[config.mk]
export PLATFORM = sky130hd
export DESIGN_NAME = uart_program_loader
export DESIGN_NICKNAME = d
export VERILOG_FILES = /design/src/rtl/loader_pkg.sv /design/src/rtl/uart_program_loader_packer.sv /design/src/rtl/uart_program_loader.sv
export SDC_FILE = /design/constraint.sdc
export NUM_CORES = 1
export LEC_CHECK = 0
export ABC_AREA = 1
export CAP_MARGIN = 0
export CORE_ASPECT_RATIO = 1.75
export CORE_MARGIN = 4
export CORE_UTILIZATION = 44
export CTS_CLUSTER_DIAMETER = 100
export CTS_CLUSTER_SIZE = 25
export DETAILED_ROUTE_END_ITERATION = 16
export PLACE_DENSITY = 0.7
export SLEW_MARGIN = 25
export SYNTH_ARGS = -nofsm -noshare
export SYNTH_HDL_FRONTEND = slang
export SYNTH_SLANG_ARGS = --single-unit
[constraint.sdc]
create_clock -name clk -period 2.2 [get_ports clk]
set_input_delay 0.22 -clock clk [delete_from_list [all_inputs] [get_ports clk]]
set_output_delay 0.22 -clock clk [all_outputs]
set_load 0.01 [all_outputs]
[src/rtl/loader_pkg.sv]
// Shared types and constants for the UART program loader.
// Imported by the byte packer and the loader top level.
package loader_pkg;

    typedef enum logic [1:0] {
        WAIT_HEADER,
        RECV_PAYLOAD,
        DONE,
        ERROR
    } loader_state_t;

    localparam int BYTES_PER_WORD = 4;
    localparam int HEADER_BYTES   = 4;

endpackage

[src/rtl/uart_program_loader_packer.sv]
// Little-endian byte-to-word packer; word_ready/word are valid
// combinationally in the cycle the final byte is presented.
module byte_word_packer
    import loader_pkg::*;
(
    input  logic        clk,
    input  logic        reset_n,
    input  logic        clear,
    input  logic        byte_valid,
    input  logic [7:0]  byte_in,
    output logic [1:0]  byte_idx,
    output logic        word_ready,
    output logic [31:0] word
);

    localparam logic [1:0] LAST = 2'(BYTES_PER_WORD - 1);

    logic [23:0] shift;

    always_ff @(posedge clk) begin
        if (!reset_n || clear) begin
            shift    <= '0;
            byte_idx <= '0;
        end else if (byte_valid) begin
            unique case (byte_idx)
                2'd0:    shift[7:0]   <= byte_in;
                2'd1:    shift[15:8]  <= byte_in;
                2'd2:    shift[23:16] <= byte_in;
                default: ;
            endcase
            byte_idx <= (byte_idx == LAST) ? 2'd0 : byte_idx + 2'd1;
        end
    end

    assign word_ready = byte_valid && (byte_idx == LAST);
    assign word       = {byte_in, shift};

endmodule

[src/rtl/uart_program_loader.sv]
// Boot loader: parses a word count header and N little-endian words
// from the UART byte stream and writes them into instruction memory.
module uart_program_loader
    import loader_pkg::*;
#(
    parameter int ADDR_WIDTH     = 10,
    parameter int TIMEOUT_CYCLES = 40_000_000
) (
    input  logic                  clk,
    input  logic                  reset_n,
    input  logic                  rx_data_valid,
    input  logic [7:0]            rx_data,
    output logic                  mem_we,
    output logic [ADDR_WIDTH-1:0] mem_addr,
    output logic [31:0]           mem_wdata,
    output logic                  cpu_stall,
    output logic                  load_done,
    output logic                  load_error
);

    localparam int CW = ADDR_WIDTH + 1;
    localparam int TW = $clog2(TIMEOUT_CYCLES + 1);
    localparam logic [32:0]   MAX_WORDS = 33'(1) << ADDR_WIDTH;
    localparam logic [TW-1:0] T_LAST    = TW'(TIMEOUT_CYCLES - 1);
    localparam logic [1:0]    HDR_LAST  = 2'(HEADER_BYTES - 1);

    loader_state_t state;
    logic [CW-1:0] n_words;
    logic [CW-1:0] word_cnt;
    logic [TW-1:0] tmo_cnt;

    logic        pk_valid;
    logic        pk_clear;
    logic [1:0]  byte_idx;
    logic        word_ready;
    logic [31:0] word;
    logic        timing;
    logic        expired;
    logic        hdr_done;
    logic        hdr_bad;

    assign pk_valid = rx_data_valid &&
                      (state == WAIT_HEADER || state == RECV_PAYLOAD);

    // An idle line before the first header byte never times out.
    assign timing  = (state == WAIT_HEADER && byte_idx != 2'd0) ||
                     state == RECV_PAYLOAD;
    assign expired = timing && !rx_data_valid && tmo_cnt == T_LAST;

    assign hdr_done = pk_valid && byte_idx == HDR_LAST;
    assign hdr_bad  = word == '0 || {1'b0, word} > MAX_WORDS;
    assign pk_clear = expired || (state == WAIT_HEADER && hdr_done);

    byte_word_packer u_packer (
        .clk        (clk),
        .reset_n    (reset_n),
        .clear      (pk_clear),
        .byte_valid (pk_valid),
        .byte_in    (rx_data),
        .byte_idx   (byte_idx),
        .word_ready (word_ready),
        .word       (word)
    );

    always_ff @(posedge clk) begin
        if (!reset_n) begin
            state      <= WAIT_HEADER;
            n_words    <= '0;
            word_cnt   <= '0;
            tmo_cnt    <= '0;
            mem_we     <= 1'b0;
            mem_addr   <= '0;
            mem_wdata  <= '0;
            cpu_stall  <= 1'b1;
            load_done  <= 1'b0;
            load_error <= 1'b0;
        end else begin
            mem_we <= 1'b0;
            if (rx_data_valid || !timing)
                tmo_cnt <= '0;
            else if (!expired)
                tmo_cnt <= tmo_cnt + TW'(1);

            unique case (state)
                WAIT_HEADER: begin
                    if (expired) begin
                        state      <= ERROR;
                        load_error <= 1'b1;
                    end else if (hdr_done) begin
                        if (hdr_bad) begin
                            state      <= ERROR;
                            load_error <= 1'b1;
                        end else begin
                            n_words  <= word[CW-1:0];
                            word_cnt <= '0;
                            state    <= RECV_PAYLOAD;
                        end
                    end
                end
                RECV_PAYLOAD: begin
                    if (expired) begin
                        state      <= ERROR;
                        load_error <= 1'b1;
                    end else if (word_ready) begin
                        mem_we    <= 1'b1;
                        mem_addr  <= word_cnt[ADDR_WIDTH-1:0];
                        mem_wdata <= word;
                        word_cnt  <= word_cnt + CW'(1);
                        if (word_cnt + CW'(1) == n_words) begin
                            state     <= DONE;
                            cpu_stall <= 1'b0;
                            load_done <= 1'b1;
                        end
                    end
                end
                DONE, ERROR: ;
                default: ;
            endcase
        end
    end

endmodule

* Word-level counts from Yosys, hierarchy flattened
Index checks and enable logic that the tools add are counted.
** Operators by class
- Add/subtract/negate cells :: 3
- Multiply operators :: 0
- Divide/modulo/power cells :: 0
- Magnitude comparators :: 1
- Eq/ne operators :: 16
- Shift operators :: 0
- Muxes and demuxes :: 20
- Bitwise operators :: 4
- Reductions and logical operators :: 31
** Operators with widths (number)
- two-way mux 11 bit :: 5
- greater-than comparator 32 x 11 -> 1 bit, second input constant :: 1
- zero test 32 bit :: 1
- adder 26 x 1 -> 26 bit, second input constant :: 1
- equality test 26 bit, second input constant :: 1
- one-hot mux 11 bit (2 select lines) :: 1
- AND reduction 4 bit :: 4
- two-way mux 2 bit :: 7
- inequality test 2 bit, second input constant :: 6
- adder 11 x 1 -> 11 bit, second input constant :: 1
- equality test 11 bit :: 1
- inequality test 3 bit, second input constant :: 3
- logical AND 1 bit :: 6
- logical OR 1 bit :: 6
- AND reduction 2 bit :: 3
- AND reduction 6 bit :: 1
- two-way mux 1 bit :: 5
- equality test 2 x 1 -> 1 bit, second input constant :: 2
- equality test 2 bit, second input constant :: 2
- zero test 2 bit :: 2
- inverter 1 bit :: 4
- one-hot mux 2 bit (2 select lines) :: 1
- nonzero test 2 bit :: 2
- zero test 1 bit :: 3
- other kinds (6) :: 6
** Storage, ports and cells
- Flip-flop bits (word level) :: 122
- Bits in latches :: 0
- Bits in writable memories :: 0
- ROM bits :: 0
- Input port bits :: 11
- Output and inout bits :: 46
- Word-level logic and storage cells :: 89
- Memories kept :: 0

* Longest topological paths before layout
- Depth in word-level cells :: 7
- Gate-level depth with buffers :: 14
- Gate-level depth less buffers :: 13

* Cells and area by module
Synthesis repeated with hierarchy kept, for this count alone.
** Unflattened totals
- Cell total of the unflattened synthesis :: 863
- Area, all modules :: 5923.2 µm²
** Modules (own cells, without submodules)
- uart_program_loader :: instances 1, cells each 680, area an instance 4725.8 µm²
- byte_word_packer :: instances 1, cells each 183, area an instance 1197.4 µm²

* Worst setup path before layout
Ideal clock, no wire load.
- Kind :: register to register
- From :: register u_packer.byte_idx[0]
- To :: register u_packer.shift[10]
- Library setup time :: 116 ps
- Arrival :: 1689 ps
- Setup slack :: 395 ps
- Cell stages (with the launch flop) :: 13
- Clock period less this slack :: 1805 ps
- Path through :: dfxtp_1 > inv_1 > ha_1 > buf_2 > a21oi_1 > nand2_1 > nor3_2 > nand3_2 > nand2_1 > inv_1 > nand2_2 > buf_4 > a21oi_1
** On the way
- Longest elaborated chain between the ends :: 7
- Elaborated cells between the ends (all ways) :: 12
** Ends and longest elaborated chain
- start: declaration :: line uart_program_loader_packer.sv:11 : output logic [1:0] byte_idx,
- start signal: assignment :: line uart_program_loader_packer.sv:31 : byte_idx <= (byte_idx == LAST) ? 2'd0 : byte_idx + 2'd1;
- nonzero test 2 bit :: line uart_program_loader.sv:46 : assign timing = (state == WAIT_HEADER && byte_idx != 2'd0) ||
- logical AND 1 bit :: line uart_program_loader.sv:46
- logical OR 1 bit :: line uart_program_loader.sv:46
- logical AND 1 bit (2 in series) :: line uart_program_loader.sv:48 : assign expired = timing && !rx_data_valid && tmo_cnt == T_LAST;
- logical OR 1 bit :: line uart_program_loader.sv:52 : assign pk_clear = expired || (state == WAIT_HEADER && hdr_done);
- logical OR 1 bit :: line uart_program_loader_packer.sv:21 : if (!reset_n || clear) begin
- end signal: assignment :: line uart_program_loader_packer.sv:27 : 2'd1: shift[15:8] <= byte_in;
- end: declaration :: line uart_program_loader_packer.sv:18 : logic [23:0] shift;
Several ways; a longest one is shown, not always the timed one.
A chain may end at the register's enable or synchronous reset.

* Worst setup path after layout
- From :: register u_packer.byte_idx[0]
- To :: register word_cnt[6]
** On the way
- Longest elaborated chain between the ends :: 7
- Elaborated cells between the ends (all ways) :: 12
** Ends and longest elaborated chain
- nonzero test 2 bit :: line uart_program_loader.sv:46
- logical AND 1 bit :: line uart_program_loader.sv:46
- logical OR 1 bit :: line uart_program_loader.sv:46
- logical AND 1 bit (2 in series) :: line uart_program_loader.sv:48
- inequality test 2 bit (no source line)
- AND reduction 6 bit (no source line) (*)
- end signal: assignment :: line uart_program_loader.sv:108 : word_cnt <= word_cnt + CW'(1);
- end: declaration :: line uart_program_loader.sv:29 : logic [CW-1:0] word_cnt;
Every way passes the cells marked *; elsewhere a longest branch is shown, timed or not.

==> results.py <==
metrics = {
    "status": {
        "status": "completed",
    },
    "grt": {
        "grt_pass1_wl_microns": 24960,
        "first_global_vias": 5366,
        "track_usage_pct": 22.05,
        "grt-ovfl-total": 0,
        "antenna_found_initial": 0,
        "grt_start_max_net_pins": 43,
    },
    "sta": {
        "min_period_ps": 2011,
        "finalCritPeriodShare_pct": 91.40,
        "slew_violations": 0,
        "worst_slack_ps": 189.3,
        "rsz0062_at_grt": "no",
        "fin_setup_tns_ps": 0,
        "finClkSkew_ps": 8.519,
        "hold_violations": 0,
        "max_slew_margin_pct": 50.41,
        "worst_pin_slew_ps": 743.1,
        "clock.fmax_ghz": 0.4973,
        "setup_viol": 0,
    },
    "die": {
        "ios": 57,
        "die_w_microns": 93.23,
        "initial_core_util_pct": 44.99,
        "num_rows": 54,
        "floorplan.die_area_sq_um": 14650,
        "core-area_sq_um": 12430,
        "die_h_microns": 157.1,
    },
    "yosys": {
        "synth.ff_latch_count": 122,
        "synth_edf_count": 0,
        "ys_top_cells_by_count": "nand2_1, dfxtp_1, a21oi_1, inv_1, nor2_1",
        "ys_top_cells_by_area": "dfxtp_1, nand2_1, a21oi_1, inv_1, nand3_1",
        "syn_inst": 814,
        "yosysTopAreaCell": "dfxtp_1",
        "ys.flop_type": "dfxtp_1",
        "syn_area_sq_um": 5593,
        "synth_cell_types": 37,
        "ys_warn_count": 0,
        "synth_seq_area_share_pct": 43.67,
        "syn_avg_cell_area_sq_um": 6.871,
        "synth_most_common_cell": "nand2_1",
        "ys_async_sr_fraction_pct": 0,
        "synth_nets": 831,
        "synth_top_area_share_pct": 43.67,
    },
    "critical_path": {
        "cp_slowest_cell": "dfxtp_1",
        "required_ps": 2530,
        "crit_path_start_kind": "flop",
        "cp_num_buf_inv": 1,
        "arrival_ps": 2340,
        "slowest_delay_ps": 410,
        "path_class": "flop to flop",
        "crit_fanout": 10,
        "cp-end-kind": "flop",
        "worstPathCellList": "inv_1, ha_1, a21oi_1, nand2_1, nor3_2, nand3_2, nand3_2, nand2_2, nand2_4, nand2_1, a21oi_1",
        "critical_path.top_delay_family": "simple AND/OR/NAND/NOR gates",
    },
    "clock_network": {
        "cts_sinks": 122,
        "clkTransAtPathRegs_ps": 60,
        "cts_max_path_buffers": 2,
        "ctsRootBufferMaster": "clkbuf_16",
        "clk_latency_ps": 410,
        "cts_tree": "built",
        "hold_buffers": 0,
        "numCtsBuffers": 17,
        "htree_levels": 4,
    },
    "pwr": {
        "clkPwrFrac_pct": 54.3,
        "ir_drop_v": 0.0005083,
        "internal-power_mw": 4.306,
        "leakagePower_nw": 2.653,
        "pwr-share-seq_pct": 41.4,
        "switching_power_mw": 1.157,
        "total_power_mw": 5.463,
        "netSwitchingFraction_pct": 21.18,
        "cellPowerDensity_nw_per_um2": 772.5,
        "comb_power_share_pct": 4.3,
    },
    "finish": {
        "drive_gt1_share_pct": 9.142,
        "final_nets": 901,
        "diodes": 0,
        "syn_to_final_growth_pct": 26.44,
    },
    "place": {
        "dp_slack_ps": 136.6,
        "gp_congestion": 0.9421,
        "port-buffer-count": 56,
        "place_hpwl_microns": 11730,
    },
    "drt": {
        "routed_wl_microns": 15670,
        "drtAntennaViolNets": 0,
        "drt_iter0_markers": 241,
        "route.detailed.drc": 0,
        "first_pass_iters": 4,
        "dr_total_vias": 5396,
        "routedWlPerCell_microns": 14.71,
        "vias_per_cell": 5.067,
    },
    "job": {
        "maxCapViolations": 0,
    },
    "hold_path": {
        "hp-class": "flop to flop",
    },
}
flip-flops by register name (all words and copies together) (netlist names), 2 cells and up:
name,flops
mem_wdata,32
tmo_cnt,26
u_packer.shift,24
n_words,11
word_cnt,11
mem_addr,10
state,2
u_packer.byte_idx,2
power by group through the flow:
stage	logic, mW	clock network [mW]	registers [mW]
after detailed placement	0.231	0	2.31
final	0.233	2.97	2.26
after global routing	0.263	3.10	2.26
after floorplan	0.138	0	2.30
after global placement	0.231	0	2.31
after CTS	0.234	3.00	2.26
metal layers:
layer / routed length, microns / global-route usage (%)
met1: 5333 / 19.91
met2: 8740 / 41.84
met3: 498 / 4.113
met4: 1095 / 17.12
met5: 0 / 0
stage by stage:
step	hold WS [ps]	std cells	util (%)	cell area, sq um
4_1_cts	462.9	1065	56.84	7067
6_report	462.3	1065	56.88	7072
3_3_place_gp	446.1	1033	51.72	6430
5_1_grt	480.1	1065	56.88	7072
2_1_floorplan	363.8	814	-	5593
3_5_place_dp	454.3	1033	51.72	6430
placed cells by master, fill, tap and decap left out, drive strengths merged:
cell type      instances
a21oi                105
a31oi                  1
and2                   1
buf                   25
bufinv                 4
clkbuf                21
clkdlybuf4s50         56
clkinv                 7
dfxtp                122
ha                     6
inv                   83
nand2                241
nand3                 58
nand3b                 3
nand4                 16
nor2                  74
nor3                  18
nor3b                  1
nor4                   4
o21ai                 34
o21bai                 1
or2                   10
or3                    1
xnor2                  1
xor2                   4
kinds of logic (layout without fill, tap and decap cells):
kind of cell / Yosys count / in the layout / synth area share (%)
flip-flops: 122 / 122 / 43.67
adder cells (fa/ha/maj): 6 / 6 / 1.342
XOR/XNOR: 5 / 5 / 0.7830
AO/OA/AOI/OAI: 141 / 141 / 12.68
buffers and inverters: 113 / 196 / 8.232
AND/OR/NAND/NOR: 427 / 427 / 33.29
worst paths after layout:
kind	start	depth (start not counted)	end	slack (ps)
max	u_packer.byte_idx[0]$_SDFFE_PP0P_	11	word_cnt[6]$_SDFFE_PN0P_	190
min	mem_wdata[29]$_SDFFE_PN0P_	2	mem_wdata[29]$_SDFFE_PN0P_	460
max reg2reg	u_packer.byte_idx[0]$_SDFFE_PP0P_	11	word_cnt[6]$_SDFFE_PN0P_	190
min reg2reg	mem_wdata[29]$_SDFFE_PN0P_	2	mem_wdata[29]$_SDFFE_PN0P_	460
area by class of cell:
class,count,area [sq um]
fill,1233,5360
clock buffer,21,470.5
sequential,122,2442
clock inverter,11,166.4
tap,168,210.2
multi-input combinational,579,2698
timing repair buffer,81,773.2
inverter,83,311.5
worst reg2reg max path: stages, from the launching register on:
cell and delay (ps):
dfxtp_1 410, inv_1 90, ha_1 220, a21oi_1 150, nand2_1 100, nor3_2 180
nand3_2 150, nand3_2 130, nand2_2 90, nand2_4 140, nand2_1 70, a21oi_1 180
what timing repair did:
item | in CTS | in global routing
buffers inserted | 0 | 0
resized for setup | 0 | 1
endpoints found under the setup margin | 0 | 21
(Power assumes the default switching activity.)
